==> src/rtl/fetch_redirect.sv <==
// ============================================================================
// fetch_redirect : PC generation and single-outstanding instruction fetch with
//                  branch/jump redirect and stale-response discard.
// Revision       : 1.0
// ============================================================================
`default_nettype none

module fetch_redirect #(
    parameter logic [31:0] RESET_PC  = 32'h0000_0000,
    parameter logic [31:0] NOP_INSTR = 32'h0000_0013
) (
    input  logic        clk_i,
    input  logic        rst_i,
    input  logic        redirect_i,
    input  logic [31:0] redirect_pc_i,
    output logic        imem_req_valid_o,
    input  logic        imem_req_ready_i,
    output logic [31:0] imem_addr_o,
    input  logic        imem_rsp_valid_i,
    input  logic [31:0] imem_rsp_data_i,
    output logic        instr_valid_o,
    input  logic        instr_ready_i,
    output logic [31:0] instr_o,
    output logic [31:0] instr_pc_o,
    output logic        misaligned_o
);

    typedef enum logic [0:0] {
        S_REQ  = 1'b0,
        S_WAIT = 1'b1
    } state_t;

    state_t      r_state;
    state_t      w_state_nxt;
    logic [31:0] r_pc;
    logic [31:0] w_pc_nxt;
    logic [31:0] r_req_pc;
    logic [31:0] w_req_pc_nxt;
    logic        r_kill;
    logic        w_kill_nxt;
    logic        r_instr_valid;
    logic        w_instr_valid_nxt;
    logic [31:0] r_instr;
    logic [31:0] w_instr_nxt;
    logic [31:0] r_instr_pc;
    logic [31:0] w_instr_pc_nxt;
    logic        r_misaligned;
    logic        w_misaligned_nxt;

    logic        w_req_valid;
    logic        w_handshake;
    logic        w_rsp;
    logic [31:0] w_redirect_pc;

    // Issue only when the output register is empty or drains this cycle, so a
    // response can never find it full.
    assign w_req_valid   = (r_state == S_REQ) && !rst_i && (!r_instr_valid || instr_ready_i);
    assign w_handshake   = w_req_valid && imem_req_ready_i;
    assign w_rsp         = (r_state == S_WAIT) && imem_rsp_valid_i;
    assign w_redirect_pc = {redirect_pc_i[31:2], 2'b00};

    always_comb begin
        w_state_nxt       = r_state;
        w_pc_nxt          = r_pc;
        w_req_pc_nxt      = r_req_pc;
        w_kill_nxt        = r_kill;
        w_instr_valid_nxt = r_instr_valid;
        w_instr_nxt       = r_instr;
        w_instr_pc_nxt    = r_instr_pc;
        w_misaligned_nxt  = 1'b0;

        if (r_instr_valid && instr_ready_i) begin
            w_instr_valid_nxt = 1'b0;
            w_instr_nxt       = NOP_INSTR;
        end

        case (r_state)
            S_REQ: begin
                if (w_handshake) begin
                    w_req_pc_nxt = r_pc;
                    w_state_nxt  = S_WAIT;
                end
            end
            S_WAIT: begin
                if (w_rsp) begin
                    w_state_nxt = S_REQ;
                    if (r_kill) begin
                        w_kill_nxt = 1'b0;
                    end else begin
                        w_instr_nxt       = imem_rsp_data_i;
                        w_instr_pc_nxt    = r_req_pc;
                        w_instr_valid_nxt = 1'b1;
                        w_pc_nxt          = r_req_pc + 32'd4;
                    end
                end
            end
            default: w_state_nxt = S_REQ;
        endcase

        // Redirect overrides every update above, including a same-cycle fill.
        if (redirect_i) begin
            w_pc_nxt          = w_redirect_pc;
            w_instr_valid_nxt = 1'b0;
            w_instr_nxt       = NOP_INSTR;
            w_instr_pc_nxt    = r_instr_pc;
            w_misaligned_nxt  = (redirect_pc_i[1:0] != 2'b00);
            if (r_state == S_REQ) begin
                w_kill_nxt = w_handshake;
            end else if (w_rsp) begin
                w_kill_nxt = 1'b0;
            end else begin
                w_kill_nxt = 1'b1;
            end
        end
    end

    always_ff @(posedge clk_i) begin
        if (rst_i) begin
            r_state       <= S_REQ;
            r_pc          <= {RESET_PC[31:2], 2'b00};
            r_req_pc      <= {RESET_PC[31:2], 2'b00};
            r_kill        <= 1'b0;
            r_instr_valid <= 1'b0;
            r_instr       <= NOP_INSTR;
            r_instr_pc    <= RESET_PC;
            r_misaligned  <= 1'b0;
        end else begin
            r_state       <= w_state_nxt;
            r_pc          <= w_pc_nxt;
            r_req_pc      <= w_req_pc_nxt;
            r_kill        <= w_kill_nxt;
            r_instr_valid <= w_instr_valid_nxt;
            r_instr       <= w_instr_nxt;
            r_instr_pc    <= w_instr_pc_nxt;
            r_misaligned  <= w_misaligned_nxt;
        end
    end

    assign imem_req_valid_o = w_req_valid;
    assign imem_addr_o      = r_pc;
    assign instr_valid_o    = r_instr_valid;
    assign instr_o          = r_instr;
    assign instr_pc_o       = r_instr_pc;
    assign misaligned_o     = r_misaligned;

endmodule

`default_nettype wire

==> config.mk <==
export PLATFORM = sky130hd
export DESIGN_NAME = fetch_redirect
export DESIGN_NICKNAME = d
export VERILOG_FILES = /design/src/rtl/fetch_redirect.sv
export SDC_FILE = /design/constraint.sdc
export NUM_CORES = 1
export LEC_CHECK = 0
export ABC_AREA = 1
export CAP_MARGIN = 40
export CORE_MARGIN = 1
export CORE_UTILIZATION = 45
export CTS_BUF_LIST = sky130_fd_sc_hd__clkbuf_8
export CTS_CLUSTER_DIAMETER = 60
export DETAILED_ROUTE_END_ITERATION = 10
export GPL_TIMING_DRIVEN = 0
export PLACE_DENSITY_LB_ADDON = 0.3
export SYNTH_ARGS = -nofsm -noshare
export SYNTH_HDL_FRONTEND = slang
export SYNTH_SLANG_ARGS = --single-unit
==> constraint.sdc <==
create_clock -name clk_i -period 2.7 [get_ports clk_i]
set_input_delay 0.54 -clock clk_i [delete_from_list [all_inputs] [get_ports clk_i]]
set_output_delay 0.54 -clock clk_i [all_outputs]
set_load 0.02 [all_outputs]
==> impl_metrics.py <==
metrics = {
    "status": {
        "status": "finished clean",
    },
    "floorplanning": {
        "core_area_um2": 12200,
        "die_h_um": 115,
        "start_util_pct": 47.0,
        "die_w_um": 115,
        "num_io_pins": 169,
        "dieArea_um2": 13200,
        "rows": 40,
    },
    "sta": {
        "slew_violations": 0,
        "slew_headroom_pct": 45.8,
        "period_share_pct": 94.7,
        "skew_ps": 10.5,
        "tightest_slew_ps": 813,
        "hold_violations": 0,
        "fmax_mhz": 391,
        "finalSetupViolCount": 0,
        "setup-tns-final_ps": 0,
        "rsz0062_at_grt": "no",
        "min_period_ps": 2560,
    },
    "clock_tree": {
        "cts.sinks": 132,
        "h-tree-depth": 4,
        "hold_buffers": 0,
        "cts_root_buf": "clkbuf_8",
        "clk_pin_slew_ps": 60,
        "cts_setup_buffers": 0,
        "clock_latency_ps": 450,
        "cts_resized": 0,
        "cts_inserted_buffers": 17,
        "clock_path_buffers": 2,
        "cts_tree": "built",
    },
    "worst_setup_path": {
        "cp-end-kind": "output pin",
        "critPathArrivalTime_ps": 2020,
        "worst-path-max-fanout": 5,
        "worstPathRequired_ps": 2160,
        "criticalPathCategory": "input port to output pin",
        "worstSetupStartpointType": "input port",
    },
    "drt": {
        "vias_per_cell": 5.27,
        "ant_nets": 0,
        "dr.first_iter.drc_count": 551,
        "drtPass1Iterations": 5,
        "vias": 6026,
        "drt_wl_total_mm": 18.3,
        "drc": 0,
        "wl_per_cell_um": 16.0,
    },
    "global_routing": {
        "track_usage_pct": 28.1,
        "antenna_found_initial": 0,
        "grt_max_degree": 17,
        "gr-total-overflow": 0,
        "grt_first_pass_wirelength_mm": 28.2,
        "grt_pass1_vias": 5522,
    },
    "layout": {
        "drive_above_1_share_pct": 8.50,
        "diodes": 0,
        "final_util_pct": 65.7,
        "final_nets": 1037,
        "fillers": 1100,
        "area_growth_syn_to_layout_pct": 39.8,
    },
    "synth": {
        "syn-cell-area_um2": 5740,
        "netlist_instances": 779,
        "synth-seq-area-share_pct": 46.1,
        "yosysWarnings": 0,
        "yosys_register_bits": 132,
        "avgSynthCellArea_um2": 7.36,
        "ys_types": 38,
        "syn_nets": 850,
    },
    "place": {
        "portBuffers": 168,
        "dpl.hpwl_mm": 13.2,
        "gp_congestion": 0.991,
    },
    "job": {
        "maxCapViolations": 0,
    },
    "power_and_ir_drop": {
        "leakage_nw": 3.10,
        "vdd_drop_max_v": 0.000422,
        "power_density_nw_per_um2": 551,
    },
    "min_path": {
        "min_path_type": "flip-flop to flip-flop",
    },
}
-- where the power goes --
part | internal (mW) | switching [mW]
logic | 0.283 | 0.339
registers | 2.04 | 0.0781
clock network | 0.955 | 0.725
-- path summary, 6_finish.rpt --
| check | to | start | slack, ps | depth (start not counted) |
|---|---|---|---|---|
| worst max-delay path | imem_req_valid_o | instr_ready_i | 140 | 4 |
| worst min-delay path | instr_o[7] | instr_o[7] | 460 | 2 |
| worst max register to register | imem_addr_o[22] | r_req_pc[3] | 830 | 8 |
| worst min register to register | instr_o[7] | instr_o[7] | 460 | 2 |
-- routing by layer --
| metal | part of all wire, % | up-vias | wire (um) | GRT usage (%) |
|---|---|---|---|---|
| met5 | 0 | - | 0 | 0 |
| met4 | 2.2 | 0 | 409 | 11.0 |
| met3 | 9.8 | 33 | 1800 | 7.91 |
| met2 | 45 | 324 | 8230 | 45.6 |
| met1 | 43 | 2737 | 7850 | 35.4 |
| li1 | - | 2932 | - | - |
-- flip-flops by register name (all words and copies together), names as in the netlist --
signal         flops
r_state            1
instr_pc_o        32
r_req_pc          32
r_kill             1
misaligned_o       1
imem_addr_o       32
instr_o           32
instr_valid_o      1
-- worst max-delay path, cell delays in order --
cell,delay (ps)
clkdlybuf4s50_1,590
nor2_1,110
nor3_2,130
clkdlybuf4s50_1,640
-- logic make-up after synthesis --
logic type / synth area share, %
DFF: 46.1
xor gates and xnor gates: 0.305
adders and majority gates: 0.218
and+or+nand+nor: 25.6
buffers and inverters: 7.90
AOI/OAI and AO/OA: 19.9
-- cell type report --
class	instances	area [um^2]	area share [%]
plain buffers	44	233	2.90
clock buffers	20	275	3.43
clock inverters	9	115	1.44
inverters	58	220	2.75
multi-input cells	545	2640	32.9
flip-flops and latches	132	2640	33.0
well taps	168	210	2.62
repair buffers	168	1680	21.0
-- synthesized netlist by cell type --
cell type	number	area [um^2]
o311ai_1	1	8.76
o211a_1	5	50.1
inv_4	1	6.26
nand4_1	3	18.8
nand2_1	161	604
nand3_1	32	160
nor3_1	4	20.0
o22ai_1	2	12.5
dfxtp_1	132	2640
a31oi_1	8	50.1
nor2_4	7	78.8
buf_4	5	37.5
buf_6	4	45.0
a21oi_1	84	420
nand2_4	1	11.3
buf_2	13	65.1
clkbuf_1	17	63.8
inv_2	3	11.3
and3_1	1	6.26
a211oi_2	3	37.5
nor2_1	101	379
o21a_1	1	7.51
o21ai_1	7	35.0
xor2_1	2	17.5
a22oi_1	6	45.0
nor3_2	8	80.1
nand2_2	3	18.8
nor2_2	5	31.3
inv_1	54	203
buf_1	3	11.3
o21ai_0	89	445
o211ai_1	4	30.0
clkbuf_2	2	10.0
nand3_2	1	10.0
nand3b_1	3	22.5
or2_2	1	6.26
ha_1	1	12.5
nor2_8	1	20.0
-- cells in the final DEF, fill, tap and decap left out, types with 2 or more instances in the layout --
cell / instances
nand3_1: 32
xor2_1: 2
nor2_4: 7
o211a_1: 5
a22oi_1: 6
inv_2: 3
nand3b_1: 3
buf_6: 4
o21ai_0: 89
nor3_1: 4
clkbuf_1: 17
clkbuf_2: 2
nand4_1: 3
nor2_1: 101
a211oi_2: 3
clkinv_2: 2
nand2_2: 3
nor2_2: 5
inv_1: 58
buf_1: 3
buf_4: 5
o22ai_1: 2
o211ai_1: 4
o21ai_1: 7
clkbuf_8: 20
bufinv_16: 3
a21oi_1: 84
buf_2: 13
clkdlybuf4s50_1: 168
nor3_2: 8
a31oi_1: 8
dfxtp_1: 132
nand2_1: 161
-- per-stage QoR --
stage / hold slack, ps / instances / setup WS [ps] / cell area (um^2) / total power [mW]
6_report: 460 / 1144 / 143 / 8020 / 4.42
3_5_place_dp: 452 / 1115 / 152 / 7630 / 2.77
4_1_cts: 462 / 1144 / 145 / 8020 / 4.42
3_3_place_gp: 449 / 1115 / 153 / 7630 / 2.76
5_1_grt: 478 / 1144 / 91.3 / 8020 / 4.59
2_1_floorplan: 443 / 779 / 1130 / 5740 / 2.45
Power figures use the tool's default switching activity.
==> patch (config.mk and constraints unchanged) <==
Make the reset (`rst_i`) asynchronous in one clocked block.
--- a/src/rtl/fetch_redirect.sv
+++ b/src/rtl/fetch_redirect.sv
@@ -114,7 +114,7 @@
         end
     end
 
-    always_ff @(posedge clk_i) begin
+    always_ff @(posedge clk_i or posedge rst_i) begin
         if (rst_i) begin
             r_state       <= S_REQ;
             r_pc          <= {RESET_PC[31:2], 2'b00};
Check against the original RTL: differs if rst_i is asserted again (counterexample within 4 cycles, from zero or initial values and one cycle with rst_i high); with rst_i held inactive, the same outputs for 4 cycles.
==> patch against the unedited design <==
Cell area is 3.4% higher. Wire length is 2.6% lower. Non-clock buffer count is 7 lower. Die area is 3.6% higher. First-iteration DRC count is 32% lower. Worst setup slack better by 0.050 ns. Register-to-register slack better by 0.12 ns. Via count is 7.1% lower. Area after synthesis is 3.7% higher. Sequential cell count stayed put. Critical endpoint unchanged. Critical path depth is 2 higher.
Power is not compared: it rests on default switching activity, and its combinational part moved more than twofold at a synthesized area within 25%.
==> patch: results (changes against the unedited design) <==
Status
  – Status: finished clean (unchanged)

Setup path
  – CP Max Fanout: 3 (was 5)
  – Reg-to-reg startpoint: r_req_pc[3]$_DFFE_PP0P_ (was r_req_pc[3]$_SDFFE_PP0P_)
  – R2R cell count: 10 (was 8)

Global routing
  – GR Util met3: 7.518% (was 7.907%)
  – Pin count of the biggest net entering global routing: 39 (was 17)
  – Vias in the first global route: 5628 (was 5522)
  – Met1 global-route usage: 33.91% (was 35.42%)
  – Met2 usage: 47.34% (was 45.62%)

Yosys
  – Synth Flop Type: dfrtp_1 (was dfxtp_1)
  – FFs w/ async S/R, synth: 100.0% (was 0%)
  – Seq/Total Area, Yosys: 55.61% (was 46.07%)
  – Net count after synthesis: 749 (was 850)
  – Cell count after synthesis: 678 (was 779)

Layout
  – Layout cell share with drive strength beyond 1: 8.617% (was 8.504%)
  – FILL cells: 1074 (was 1100)

STA
  – Worst hold slack: 0.4860 ns (was 0.4596 ns)
  – Max Clock Skew: 0.01156 ns (was 0.01048 ns)
  – Worst-margin pin slew: 0.6444 ns (was 0.8126 ns)

Place
  – DP Area: 7928 sq um (was 7627 sq um)
  – Hpwl dp: 13860 microns (was 13210 microns)

Route
  – M1 WL: 7350 microns (was 7853 microns)
  – Vias per cell: 5.311 (was 5.267)
  – DRT Wirelength: 17820 microns (was 18290 microns)

Min path
  – WHS Endpoint: instr_pc_o[0]$_DFFE_PP0P_ (was instr_o[7]$_SDFF_PP0_)
  – Hold_sp: instr_pc_o[0]$_DFFE_PP0P_ (was instr_o[7]$_SDFF_PP0_)
[patch: cell type report]
type	count	share of cell area, %
multi-input combinational	466	27.62
buffer	33	2.098
sequential	132	39.89
clock buffer	18	2.989
tap	172	2.596
timing repair buffer	172	21.25
inverter	47	2.174
clock inverter	14	1.374
[patch: cell families (layout without fill, tap and decap cells)]
family	after synthesis	after routing	share of synthesized area (%)
DFF	132	132	55.61
xor gates and xnor gates	10	10	1.473
AOI/OAI and AO/OA	125	125	13.78
muxes	3	3	0.5680
buffers and inverters	80	284	5.891
and+or+nand+nor	327	327	22.47
adders and majority gates	1	1	0.2104
[patch: critical path, cell delays in order]
cell and delay, ns:
clkdlybuf4s50_1 0.48, inv_1 0.04, nand2_1 0.06, nand2_1 0.10
nor2_4 0.13, clkdlybuf4s50_1 0.62
[patch: power breakdown]
group,leakage (nW),switching [mW],internal [mW]
logic,1.94,1.17,0.927
registers,1.63,0.341,2.40
clock network,0.184,0.784,0.741
total,3.76,2.30,4.06
